`config.mk`:
```
export PLATFORM = sky130hd
export DESIGN_NAME = register_file_2r1w
export DESIGN_NICKNAME = d
export VERILOG_FILES = /design/src/rtl/regfile_pkg.sv /design/src/rtl/regfile_rd_port.sv /design/src/rtl/register_file_2r1w.sv
export SDC_FILE = /design/constraint.sdc
export NUM_CORES = 1
export LEC_CHECK = 0
export ABC_AREA = 1
export CELL_PAD_IN_SITES_DETAIL_PLACEMENT = 1
export CELL_PAD_IN_SITES_GLOBAL_PLACEMENT = 1
export CORE_AREA = 2 2 170 172
export CTS_BUF_LIST = sky130_fd_sc_hd__clkbuf_4 sky130_fd_sc_hd__clkbuf_8
export DETAILED_ROUTE_END_ITERATION = 7
export DIE_AREA = 0 0 172 174
export PLACE_DENSITY_LB_ADDON = 0.1
export SYNTH_ARGS = -nofsm -noshare
export SYNTH_HDL_FRONTEND = slang
export SYNTH_SLANG_ARGS = --single-unit
```
`constraint.sdc`:
```
create_clock -name clk -period 2.95 [get_ports clk]
set_input_delay 0.295 -clock clk [delete_from_list [all_inputs] [get_ports clk]]
set_output_delay 0.295 -clock clk [all_outputs]
set_load 0.05 [all_outputs]
```
`src/rtl/regfile_pkg.sv`:
```
// Shared definitions for register_file_2r1w: clear-FSM state encoding and default sizes.
// REGFILE_BYPASS_EN (optional) switches the read ports from read-first to write-first.
package regfile_pkg;

  typedef enum logic [0:0] {
    RF_IDLE  = 1'b0,
    RF_CLEAR = 1'b1
  } rf_state_t;

  localparam int RF_DATA_W = 20;
  localparam int RF_ADDR_W = 4;
  localparam int RF_DEPTH  = 10;

endpackage

```
`src/rtl/regfile_rd_port.sv`:
```
// One registered read port: range check, optional forwarding, output and valid registers.
// With REGFILE_BYPASS_EN defined, same-cycle writes and clears are forwarded to the read.
module regfile_rd_port
  import regfile_pkg::*;
#(
  parameter int DATA_W = RF_DATA_W,
  parameter int ADDR_W = RF_ADDR_W,
  parameter int DEPTH  = RF_DEPTH
) (
  input  logic              clk,
  input  logic              reset,
  input  logic              rd,
  input  logic [ADDR_W-1:0] addr,
  input  logic [DATA_W-1:0] mem [DEPTH],
`ifdef REGFILE_BYPASS_EN
  input  logic              wr_fire,
  input  logic [ADDR_W-1:0] wr_addr,
  input  logic [DATA_W-1:0] in_data,
  input  logic              clearing,
  input  logic [ADDR_W-1:0] clr_idx,
`endif
  output logic [DATA_W-1:0] out_data,
  output logic              valid
);

  localparam logic [ADDR_W:0] DEPTH_W = (ADDR_W+1)'(DEPTH);

  logic              in_range;
  logic [DATA_W-1:0] rd_data;

  assign in_range = ({1'b0, addr} < DEPTH_W);

  always_comb begin
    rd_data = '0;
    if (in_range) begin
      rd_data = mem[addr];
    end
`ifdef REGFILE_BYPASS_EN
    // wr_fire is already range-qualified and never coincides with a clear cycle
    if (wr_fire && (wr_addr == addr)) begin
      rd_data = in_data;
    end
    if (clearing && (clr_idx == addr)) begin
      rd_data = '0;
    end
`endif
  end

  always_ff @(posedge clk or negedge reset) begin
    if (!reset) begin
      out_data <= '0;
      valid    <= 1'b0;
    end else begin
      valid <= rd;
      if (rd) begin
        out_data <= rd_data;
      end
    end
  end

endmodule

```
`src/rtl/register_file_2r1w.sv`:
```
// Two-read/one-write register file with a clear sweep zeroing one entry per cycle.
// Optional macro REGFILE_BYPASS_EN makes both read ports write-first on collisions.
module register_file_2r1w
  import regfile_pkg::*;
#(
  parameter int DATA_W = RF_DATA_W,
  parameter int ADDR_W = RF_ADDR_W,
  parameter int DEPTH  = RF_DEPTH
) (
  input  logic              clk,
  input  logic              reset,
  input  logic              wr,
  input  logic [ADDR_W-1:0] wr_addr,
  input  logic [DATA_W-1:0] in_data,
  output logic              wr_ready,
  input  logic              rd_a,
  input  logic              rd_b,
  input  logic [ADDR_W-1:0] addr_a,
  input  logic [ADDR_W-1:0] addr_b,
  output logic [DATA_W-1:0] out_a,
  output logic [DATA_W-1:0] out_b,
  output logic              valid_a,
  output logic              valid_b,
  input  logic              clr,
  output logic              busy,
  output logic              clr_done
);

  localparam logic [ADDR_W:0]   DEPTH_W  = (ADDR_W+1)'(DEPTH);
  localparam logic [ADDR_W-1:0] LAST_IDX = ADDR_W'(DEPTH - 1);

  rf_state_t         state_reg, state_next;
  logic [ADDR_W-1:0] idx_reg, idx_next;
  logic              clr_done_reg, clr_done_next;
  logic              clearing;
  logic              wr_fire;
  logic [DATA_W-1:0] mem [DEPTH];

  assign clearing = (state_reg == RF_CLEAR);
  assign busy     = clearing;
  assign clr_done = clr_done_reg;
  assign wr_ready = (state_reg == RF_IDLE) && !clr;
  // Out-of-range writes handshake normally but never reach the array
  assign wr_fire  = wr && wr_ready && ({1'b0, wr_addr} < DEPTH_W);

  for (genvar gi = 0; gi < DEPTH; gi++) begin : g_entry
    logic [DATA_W-1:0] entry_reg;
    logic              wr_sel;
    logic              clr_sel;

    assign wr_sel  = wr_fire && (wr_addr == ADDR_W'(gi));
    assign clr_sel = clearing && (idx_reg == ADDR_W'(gi));

    always_ff @(posedge clk or negedge reset) begin
      if (!reset) begin
        entry_reg <= '0;
      end else if (clr_sel) begin
        entry_reg <= '0;
      end else if (wr_sel) begin
        entry_reg <= in_data;
      end
    end

    assign mem[gi] = entry_reg;
  end

  always_comb begin
    state_next    = state_reg;
    idx_next      = idx_reg;
    clr_done_next = 1'b0;
    case (state_reg)
      RF_IDLE: begin
        idx_next = '0;
        if (clr) begin
          state_next = RF_CLEAR;
        end
      end
      RF_CLEAR: begin
        if (idx_reg == LAST_IDX) begin
          state_next    = RF_IDLE;
          idx_next      = '0;
          clr_done_next = 1'b1;
        end else begin
          idx_next = idx_reg + ADDR_W'(1);
        end
      end
      default: begin
        state_next = RF_IDLE;
        idx_next   = '0;
      end
    endcase
  end

  always_ff @(posedge clk or negedge reset) begin
    if (!reset) begin
      state_reg    <= RF_IDLE;
      idx_reg      <= '0;
      clr_done_reg <= 1'b0;
    end else begin
      state_reg    <= state_next;
      idx_reg      <= idx_next;
      clr_done_reg <= clr_done_next;
    end
  end

  regfile_rd_port #(.DATA_W(DATA_W), .ADDR_W(ADDR_W), .DEPTH(DEPTH)) u_port_a (
    .clk      (clk),
    .reset    (reset),
    .rd       (rd_a),
    .addr     (addr_a),
    .mem      (mem),
`ifdef REGFILE_BYPASS_EN
    .wr_fire  (wr_fire),
    .wr_addr  (wr_addr),
    .in_data  (in_data),
    .clearing (clearing),
    .clr_idx  (idx_reg),
`endif
    .out_data (out_a),
    .valid    (valid_a)
  );

  regfile_rd_port #(.DATA_W(DATA_W), .ADDR_W(ADDR_W), .DEPTH(DEPTH)) u_port_b (
    .clk      (clk),
    .reset    (reset),
    .rd       (rd_b),
    .addr     (addr_b),
    .mem      (mem),
`ifdef REGFILE_BYPASS_EN
    .wr_fire  (wr_fire),
    .wr_addr  (wr_addr),
    .in_data  (in_data),
    .clearing (clearing),
    .clr_idx  (idx_reg),
`endif
    .out_data (out_b),
    .valid    (valid_b)
  );

endmodule
```
* Word level (Yosys, flattened, before mapping)
Cells that the tools add are included.
Cells by class: mux-type cells 35, multiply operators 0, divide/modulo/power cells 0, equal/unequal tests 18, bitwise logic cells 3, order comparisons 5, add/subtract/negate cells 1, shift-type cells 0, reduce and logical (&&, ||, !) cells 36
Operators by type and width (number):
- $mux 20 | 26
- $bmux 20 s4 | 2
- $eq 4x3->1 const B | 8
- $logic_and 1x1->1 | 23
- $reduce_bool 2->1 | 10
- $eq 4x2->1 const B | 4
- $eq 4x4->1 const B | 4
- $lt 4x4->1 const B | 3
- $ge 5x5->1 const B | 2
- $not 4->5 | 2
- $eq 4x1->1 const B | 2
- $logic_not 4->1 | 2
- $pmux 4 s2 | 1
- $add 4x1->4 const B | 1
- $mux 1 | 4
- $mux 4 | 1
- $pmux 1 s2 | 1
- $logic_not 1->1 | 1
- $not 1->1 | 1
Storage, ports and cells: RAM bits 0, flip-flop bits (word level) 248, latch bits 0, output and inout bits 45, bits in read-only memories 0, memories 0

* Logic depth before layout (Yosys ltp)
Gate-level depths: netlist of the first run.
depth in word-level cells 7, depth in mapped cells 10

* By module
A second synthesis of the first run with hierarchy kept.
Second synthesis, totals: cell total of the unflattened synthesis 2324, area, all modules 15309.7 um^2
By module, submodules not included:
- register_file_2r1w | cells an instance 984, seq. area each 5154.9 um^2, times used 1, area an instance 8811.0 um^2
- regfile_rd_port | cells an instance 670, seq. area each 525.5 um^2, times used 2, area an instance 3249.4 um^2

* Least setup slack after synthesis of the first run
Ideal clock, no wire load.
path kind reg-to-reg, from register state_reg (netlist: busy), to register g_entry[2].entry_reg[10], data arrival time 1.771 ns, path slack 1.055 ns, cell stages (with the launch flop) 11, clock period less this slack 1.895 ns, path through dfrtp_1 > inv_2 > nand2_2 > inv_2 > nand2_2 > nor2_4 > buf_12 > nand2_4 > buf_6 > nand3_1 > o21ai_2
On the way: longest elaborated chain between the ends 6, elaborated cells between the ends (all ways) 8, those cells by class mux (1); bitwise (1); reduce/logical (6)
Ends and longest elaborated chain:
- start: declaration | line register_file_2r1w.sv:32 | rf_state_t state_reg, state_next;
- start signal: assignment | line register_file_2r1w.sv:100 | state_reg <= state_next;
- $not 1->1
- $logic_and 1x1->1 | line register_file_2r1w.sv:42 | assign wr_ready = (state_reg == RF_IDLE) && !clr;
- net wr_ready | line register_file_2r1w.sv:15 | output logic wr_ready,
- $logic_and 1x1->1 (2 in series) | line register_file_2r1w.sv:44 | assign wr_fire = wr && wr_ready && ({1'b0, wr_addr} < DEPTH_W);
- $logic_and 1x1->1 | line register_file_2r1w.sv:51 | assign wr_sel = wr_fire && (wr_addr == ADDR_W'(gi));
- $reduce_bool 2->1 (no line)
- end signal: assignment | line register_file_2r1w.sv:60 | entry_reg <= in_data;
- end: declaration | line register_file_2r1w.sv:47 | logic [DATA_W-1:0] entry_reg;
The timed path passes the listed nets, and every way through them passes these cells. A chain may end at the register's enable or synchronous reset.

* Worst setup path after layout of the first run
from register state_reg (netlist: busy), to output port wr_ready
On the way: longest elaborated chain between the ends 2
Ends and longest elaborated chain (line):
- $not 1->1
- $logic_and 1x1->1 | register_file_2r1w.sv:42
- end: declaration | register_file_2r1w.sv:15
No other way between the ends.

==> results by group, run 1 <==
Timing
  – Final critical path time including I/O delays and setup: ~2.4 ns
  – Clock skew: between 0.02 and 0.025 ns
  – Setup repair after global routing missed its margin: false
  – Sum of negative setup slack: 0 ns
  – Slew @ Worst Pin: roughly 0.98 ns
  – Final count of pins violating max slew: 0
  – Final cycle utilization of the critical path: 0.820
  – Max-slew headroom: 0.345
  – Timing-limited maximum frequency: roughly 410 MHz
  – Number of endpoints with negative hold slack in the final report: 0
  – Worst-case hold slack: approximately 0.25 ns
  – Count of final setup violators: 0

Synth
  – Number of enable-type register cells in the synthesized netlist: 0
  – Synth Cell Area: 13600 um^2
  – Top flip-flop cell by instance count after synthesis: sky130_fd_sc_hd__dfrtp_1
  – Most used standard cell by instance count after synthesis: sky130_fd_sc_hd__nand2_1
  – Distinct cells, synth: 26
  – Area share of the largest cell type after synthesis: 0.456
  – Largest area contributor in the netlist: sky130_fd_sc_hd__dfrtp_1
  – Syn_nets: ~1900
  – Fraction of synthesis flops using an asynchronous set or reset pin: 1.00
  – Warning count from the yosys run: 0
  – Sequential fraction of the synthesis area: 0.456
  – Synth Area per Inst: roughly 7.3 um^2
  – Post-synth top cells: sky130_fd_sc_hd__nand2_1 (593), sky130_fd_sc_hd__nand3_1 (385), sky130_fd_sc_hd__dfrtp_1 (248)
  – Mapped Cells: 1860
  – Main area contributors after synthesis: sky130_fd_sc_hd__dfrtp_1 (46%), sky130_fd_sc_hd__nand2_1 (16%), sky130_fd_sc_hd__nand3_1 (14%)
  – #FFs+latches synth: around 250

GRT
  – GRT overflow: 0
  – First-pass GRT wire length: approximately 79000 um
  – Combined global-route utilization of all metal layers: 0.340
  – Pin count of the biggest net entering global routing: ~120
  – Via count of the first global-routing pass: 14191
  – Antenna violations before repair: 0

Floorplan
  – Die Y: about 170 um
  – Starting Density: 0.482
  – Area of the die: about 30000 um^2
  – Standard-cell row count: 62
  – Width of the die: roughly 170 um
  – Number of top-level design ports: between 80 and 90
  – Core Region: around 28000 um^2

Placed design
  – Count of buffers inserted at the top-level ports: between 80 and 90
  – Routability Congestion: around 0.85
  – Post-DP HPWL: about 32000 um
  – Placed instance count: 2222

Clock tree
  – Clock buffer depth: 3
  – Clk slew on worst S/H paths: around 0.06 ns
  – Clock tree from TritonCTS: done
  – Clk Latency, worst-skew pair: between 0.5 and 0.6 ns
  – Total clock buffers created by CTS: 46
  – Maximum level of the CTS H-tree: 2
  – Clock root buffer master: sky130_fd_sc_hd__clkbuf_8
  – Setup bufs post-CTS: 0
  – Sink Count: ~250

Power and ir drop
  – Pwr Density: just over 600 nW/um^2
  – Peak supply drop: about 0.37 mV
  – Static Leakage: a little under 8 nW

Worst setup path
  – Arrival time reported for the critical path endpoint: between 2 and 2.5 ns
  – Critical path capture point type: output pin
  – Sum of buffers and inverters on the critical path: 3
  – Worst Setup Start Kind: flop
  – Reg-to-reg endpoint: g_entry[0].entry_reg[12]
  – Slowest CP cell: sky130_fd_sc_hd__clkdlybuf4s50_1
  – Required arrival time at the worst endpoint: ~2.7 ns
  – Instance count on the critical path: 4
  – Register-to-register setup slack: between 0.5 and 0.6 ns
  – Most repeated library cell on the critical path: sky130_fd_sc_hd__inv_2
  – Timing endpoint of the critical path: wr_ready
  – Highest net fanout along the worst path: 8
  – Start-to-end type of the worst setup path: flop to output pin
  – Crit path cell chain: inv_2 > nand2_2 > inv_2 > clkdlybuf4s50_1
  – Cell family with the largest share of critical-path delay: buffers and inverters
  – Peak per-stage delay on the critical path: around 0.8 ns
  – Reg2reg path depth: 8
  – First element of the critical path: busy
  – Startpoint of the most critical register-to-register path: busy

Layout
  – Nets: just under 2000
  – Number of standard cells in the layout, taps in and fillers out: 2306
  – Layout cells sized above 1: 0.0780
  – Utilization of the core after routing: 0.547
  – Total area of multi-input combinational cells: ~5800 um^2
  – Filler cell count in the final layout: about 3600
  – Largest register FFs: 200
  – Area grow syn2layout: 13.5%
  – Storage element area: 6210 um^2
  – Antenna diode instance count: 0

Route
  – Number of violations reported at the end of detailed-routing iteration 0: between 1000 and 1500
  – Detail-routed via count per cell: a little under 6
  – Post-route DRC: 0
  – Routed vias: roughly 13000
  – Highest routing layer actually used: met4
  – DRT antenna net count: 0
  – Total Routed Length: between 40000 and 50000 um
  – Met3 wirelength from detailed routing: approximately 2300 um
  – Met1 layer wirelength in the final routing: roughly 20000 um
  – Routed length on met2: 24500 um
  – DRT Pass-1 Iters: 5
  – Routed wire length per instance: 21.3 um

Job
  – Max-Cap Viols: 0

Run status
  – Result of the run: finished, final reports clean

Hold path
  – Min-Delay Path Class: input pin to asynchronous set/reset pin
==> final cells by class <==
| class | count | share of cell area |
|---|---|---|
| Inverter | 223 | 0.0542 |
| Clock inverter | 6 | 0.00372 |
| Tap cell | 384 | 0.0311 |
| Clock buffer | 77 | 0.0617 |
| Timing Repair Buffer | 113 | 0.0734 |
| Sequential cell | 248 | 0.402 |
| Multi-Input combinational cell | 1255 | 0.374 |
==> worst min-delay path by stage <==
| stage | from | end | slack (ns) | depth (start not counted) |
|---|---|---|---|---|
| after global placement | reset | g_entry[7].entry_reg[16] | 0.29 | 1 |
| after global routing | reset | g_entry[6].entry_reg[12] | 0.31 | 2 |
| after detailed placement | reset | g_entry[6].entry_reg[12] | 0.29 | 1 |
| after CTS | in_data[10] | g_entry[6].entry_reg[10] | 0.26 | 3 |
| after floorplan | reset | busy | -0.0006 | 0 |
| final | reset | g_entry[6].entry_reg[12] | 0.25 | 2 |
==> per-layer routing <==
| layer | track usage | vias to the layer above |
|---|---|---|
| met5 | 0 | - |
| met4 | 0.187 | 0 |
| met3 | 0.0396 | 151 |
| met2 | 0.586 | 440 |
| met1 | 0.412 | 6707 |
| li1 | - | 6080 |
==> stage by stage <==
| stage | power (mW) | cell area, um^2 | setup WS, ns |
|---|---|---|---|
| finish | 9.37 | 15500 | 0.532 |
| global route | 9.77 | 15500 | 0.449 |
| CTS | 9.41 | 15500 | 0.524 |
| detailed placement | 5.78 | 14400 | 0.356 |
| global placement | 5.72 | 14400 | 0.454 |
| floorplan | 5.10 | 13600 | 1.06 |
==> logic make-up (layout without fill, tap and decap cells) <==
| family | Yosys count | in the layout | share of synthesized area |
|---|---|---|---|
| AND/OR/NAND/NOR | 1021 | 1021 | 0.326 |
| buffers and inverters | 357 | 419 | 0.120 |
| flip-flops | 248 | 248 | 0.456 |
| AO/OA/AOI/OAI | 233 | 233 | 0.0971 |
| XOR/XNOR | 1 | 1 | 0.000643 |
==> where the power goes <==
group / internal [mW] / switching (mW)
clock network: 2.11 / 1.50
logic: 0.547 / 1.47
registers: 3.61 / 0.130
total: 6.28 / 3.10
==> cell usage in the layout (no fill, tap or decap), types with 2 or more instances in the layout <==
cell type | netlist | routed
sky130_fd_sc_hd__buf_12 | 1 | 7
sky130_fd_sc_hd__buf_2 | 25 | 2
sky130_fd_sc_hd__buf_4 | 2 | 25
sky130_fd_sc_hd__clkbuf_4 | 0 | 17
sky130_fd_sc_hd__clkbuf_8 | 0 | 60
sky130_fd_sc_hd__clkdlybuf4s50_1 | 0 | 77
sky130_fd_sc_hd__clkinv_1 | 10 | 10
sky130_fd_sc_hd__clkinv_2 | 0 | 4
sky130_fd_sc_hd__dfrtp_1 | 248 | 248
sky130_fd_sc_hd__inv_1 | 209 | 209
sky130_fd_sc_hd__inv_2 | 4 | 4
sky130_fd_sc_hd__nand2_1 | 593 | 593
sky130_fd_sc_hd__nand2_2 | 7 | 7
sky130_fd_sc_hd__nand2_4 | 8 | 8
sky130_fd_sc_hd__nand3_1 | 385 | 385
sky130_fd_sc_hd__nor2_1 | 16 | 16
sky130_fd_sc_hd__nor3_1 | 8 | 6
sky130_fd_sc_hd__nor3_2 | 0 | 2
sky130_fd_sc_hd__o21ai_0 | 40 | 40
sky130_fd_sc_hd__o21ai_1 | 84 | 84
sky130_fd_sc_hd__o21ai_2 | 7 | 7
sky130_fd_sc_hd__o22ai_1 | 101 | 101
==> worst reg2reg max path: stages, from the launching register on <==
cell,delay [ns]
sky130_fd_sc_hd__dfrtp_1,0.47
sky130_fd_sc_hd__inv_2,0.16
sky130_fd_sc_hd__nand2_2,0.06
sky130_fd_sc_hd__inv_2,0.07
sky130_fd_sc_hd__nand2_2,0.06
sky130_fd_sc_hd__nor2_4,0.43
sky130_fd_sc_hd__nand2_4,0.33
sky130_fd_sc_hd__nand2_2,0.47
sky130_fd_sc_hd__o22ai_1,0.16
==> what timing repair did <==
item / CTS / global route
hold buffers: 1 / 0
resized for setup: 0 / 0
setup endpoints to repair: 0 / 0
endpoints found under the hold margin: 64 / 0
No activity file was read; power rests on OpenSTA's default activity.
==> run 2: changes to the inputs <==
Settings changed: CORE_AREA 2 2 170 172 to 2 2 186 188, DIE_AREA 0 0 172 174 to 0 0 188 190.
Clock period 2.95 ns to 2.2 ns, I/O delays scaled along.
==> run 2 against run 1 <==
  * Die area rose by 19%
  * Via count down 0.96%
  * Worst setup slack lost 0.31 ns
  * Routed wire length rose by 1.9%
  * Critical path depth fell by 3
  * Total power grew 34%
  * Clock-buffer cell count is 6 lower
  * Worst hold slack worse by 0.078 ns
  * Final area increased by 2.4%
==> results by group, run 2 (same netlist as run 1, synthesis figures left out) <==
Run status
  – Result of the run: finished, final reports clean

Worst setup path
  – Highest net fanout along the worst path: 2 (-6)
  – Peak per-stage delay on the critical path: 0.82 ns (+0.02 ns)
  – Required arrival time at the worst endpoint: 1.98 ns (-0.67 ns)
  – Sum of buffers and inverters on the critical path: 1 (-2)
  – Cell family with the largest share of critical-path delay: buffers and inverters
  – Register-to-register setup slack: 0.25 ns (-0.34 ns)
  – Slowest CP cell: sky130_fd_sc_hd__clkdlybuf4s50_1
  – Crit path cell chain: clkdlybuf4s50_1
  – Critical path capture point type: output pin
  – Start-to-end type of the worst setup path: flop to output pin
  – Startpoint of the most critical register-to-register path: busy
  – Worst Setup Start Kind: flop
  – Arrival time reported for the critical path endpoint: 1.76 ns (-0.36 ns)
  – Reg2reg path depth: 9 (+1)
  – Reg-to-reg endpoint: g_entry[0].entry_reg[10]

Placed design
  – Post-DP HPWL: 32600 um (+3.5%)
  – Instance area at placement: 14800 um^2 (+2.9%)
  – Post-placement setup slack: 0.0650 ns (-0.291 ns)
  – Routability Congestion: 0.831 (-1.8%)
  – Count of buffers inserted at the top-level ports: 82 (unchanged)

Timing
  – Final cycle utilization of the critical path: 0.899
  – Setup repair after global routing missed its margin: false
  – Final critical path time including I/O delays and setup: between 1.5 and 2 ns
  – Slew @ Worst Pin: 0.688 ns (-0.294 ns)
  – Final count of pins violating max slew: 0 (unchanged)
  – Count of final setup violators: 0 (unchanged)
  – Max-slew headroom: 0.541 (+0.196)
  – Post-layout worst setup margin: 0.223 ns (-0.309 ns)
  – Clock skew: 0.0163 ns (-0.00863 ns)
  – Timing-limited maximum frequency: between 500 and 600 MHz
  – Sum of negative setup slack: 0 ns (unchanged)
  – Number of endpoints with negative hold slack in the final report: 0 (unchanged)

Route
  – DRT antenna net count: 0 (unchanged)
  – Total Routed Length: 50200 um (+1.9%)
  – Routed vias: 13250 (-0.96%)
  – Routed wire length per instance: 20.9 um (-2.0%)
  – Detail-routed via count per cell: 5.52 (-4.8%)
  – DRT Pass-1 Iters: 5 (unchanged)
  – Number of violations reported at the end of detailed-routing iteration 0: 849 (-22%)
  – Post-route DRC: 0 (unchanged)

Floorplan
  – Number of top-level design ports: 83 (unchanged)
  – Die Y: 190 um (+9.2%)
  – Starting Density: 0.401 (-0.0811)
  – Core Region: 33900 um^2 (+20%)
  – Area of the die: 35700 um^2 (+19%)
  – Width of the die: 188 um (+9.3%)
  – Standard-cell row count: 68 (+9.7%)

Layout
  – Layout cells sized above 1: 0.0895 (+0.0115)
  – Largest register FFs: 200 (unchanged)
  – Non-Filler Cell Area, Final: 15800 um^2 (+2.4%)
  – Antenna diode instance count: 0 (unchanged)
  – Nets: 1953 (+1.5%)
  – Utilization of the core after routing: 0.466 (-0.0812)
  – Commonest cells after routing, fill and taps aside: sky130_fd_sc_hd__nand2_1 (593), sky130_fd_sc_hd__nand3_1 (385), sky130_fd_sc_hd__dfrtp_1 (248)
  – Filler cell count in the final layout: 4233 (+17%)
  – Area grow syn2layout: 16.2%
  – Most common cell after layout, fill and taps aside: sky130_fd_sc_hd__nand2_1

Job
  – Max-Cap Viols: 0 (unchanged)

Clock tree
  – Clock root buffer master: sky130_fd_sc_hd__clkbuf_8
  – Clk Latency, worst-skew pair: 0.59 ns (about the same)
  – Clock buffer depth: 3 (unchanged)
  – Maximum level of the CTS H-tree: 2 (unchanged)
  – Total clock buffers created by CTS: 47 (+2.2%)
  – Clock tree from TritonCTS: done
  – Sink Count: 248 (unchanged)
  – Clk slew on worst S/H paths: 0.07 ns (about the same)

Hold path
  – Min-Delay Path Class: input pin to asynchronous set/reset pin

Power and ir drop
  – Peak supply drop: 0.529 mV (+42%)
  – Static Leakage: 8.04 nW (+1.8%)
  – Total power of the final layout: 12.6 mW (+34%)
  – Pwr Density: 797 nW/um^2 (+31%)

GRT
  – Via count of the first global-routing pass: 13864 (-2.3%)
  – GRT overflow: 0 (unchanged)
  – Pin count of the biggest net entering global routing: 81 (-33%)
  – Antenna violations before repair: 0 (unchanged)
  – First-pass GRT wire length: 80100 um (+1.9%)
  – Combined global-route utilization of all metal layers: 0.289 (-0.0513)
[run 2: cell count changes in the layout (fill, tap and decap cells not counted), sizes merged]
cell           change
buf               +28
bufinv             -1
clkbuf             -6
clkdlybuf4s50      -2
clkinv             +2
dlymetal6s2s       +1
[run 2: worst max-delay path by stage]
stage | startpoint | cells after the start | slack, ns | end
finish | u_port_a.out_data[19] | 1 | 0.22 | out_a[19]
global route | busy | 9 | 0.12 | g_entry[0].entry_reg[0]
CTS | busy | 1 | 0.01 | busy
detailed placement | wr_addr[1] | 8 | 0.06 | g_entry[0].entry_reg[19]
global placement | wr_addr[1] | 8 | 0.15 | g_entry[5].entry_reg[1]
floorplan | busy | 10 | 0.31 | g_entry[2].entry_reg[10]
[run 2: per-stage QoR]
step                      instances  hold WS [ns]
after floorplan                1860       -0.0756
after global placement         2320         0.167
after detailed placement       2320         0.170
after CTS                      2399         0.146
after global routing           2399         0.186
final                          2399         0.172
[run 2: power breakdown]
group          internal [mW]  total (mW)  leakage, nW  switching (mW)
Combinational          0.834        2.85         4.12            2.02
Sequential              4.85        5.01         3.41           0.168
Clock                   2.65        4.74        0.511            2.09
Total                   8.32        12.6         8.04            4.28
[run 2: layer usage]
metal  part of all wire  vias up  track usage
met5                  0        -            0
met4              0.050        0        0.141
met3              0.037      141       0.0334
met2               0.51      322        0.511
met1               0.41     6648        0.350
li1                   -     6139            -
[run 2: repair_timing]
action,4_1_cts,5_1_grt
endpoints found under the setup margin,0,1
buffers inserted,0,0
resized for setup,0,1
hold buffers,1,0
hold endpoints to repair,171,0
[run 2: final cells by class]
cell class / count / area, um^2 / area share
flip-flops and latches: 248 / 6210 / 0.392
multi-input cells: 1255 / 5790 / 0.366
repair buffers: 140 / 1460 / 0.0924
clock buffers: 71 / 921 / 0.0582
inverters: 223 / 837 / 0.0529
well taps: 455 / 569 / 0.0360
clock inverters: 7 / 37.5 / 0.00237
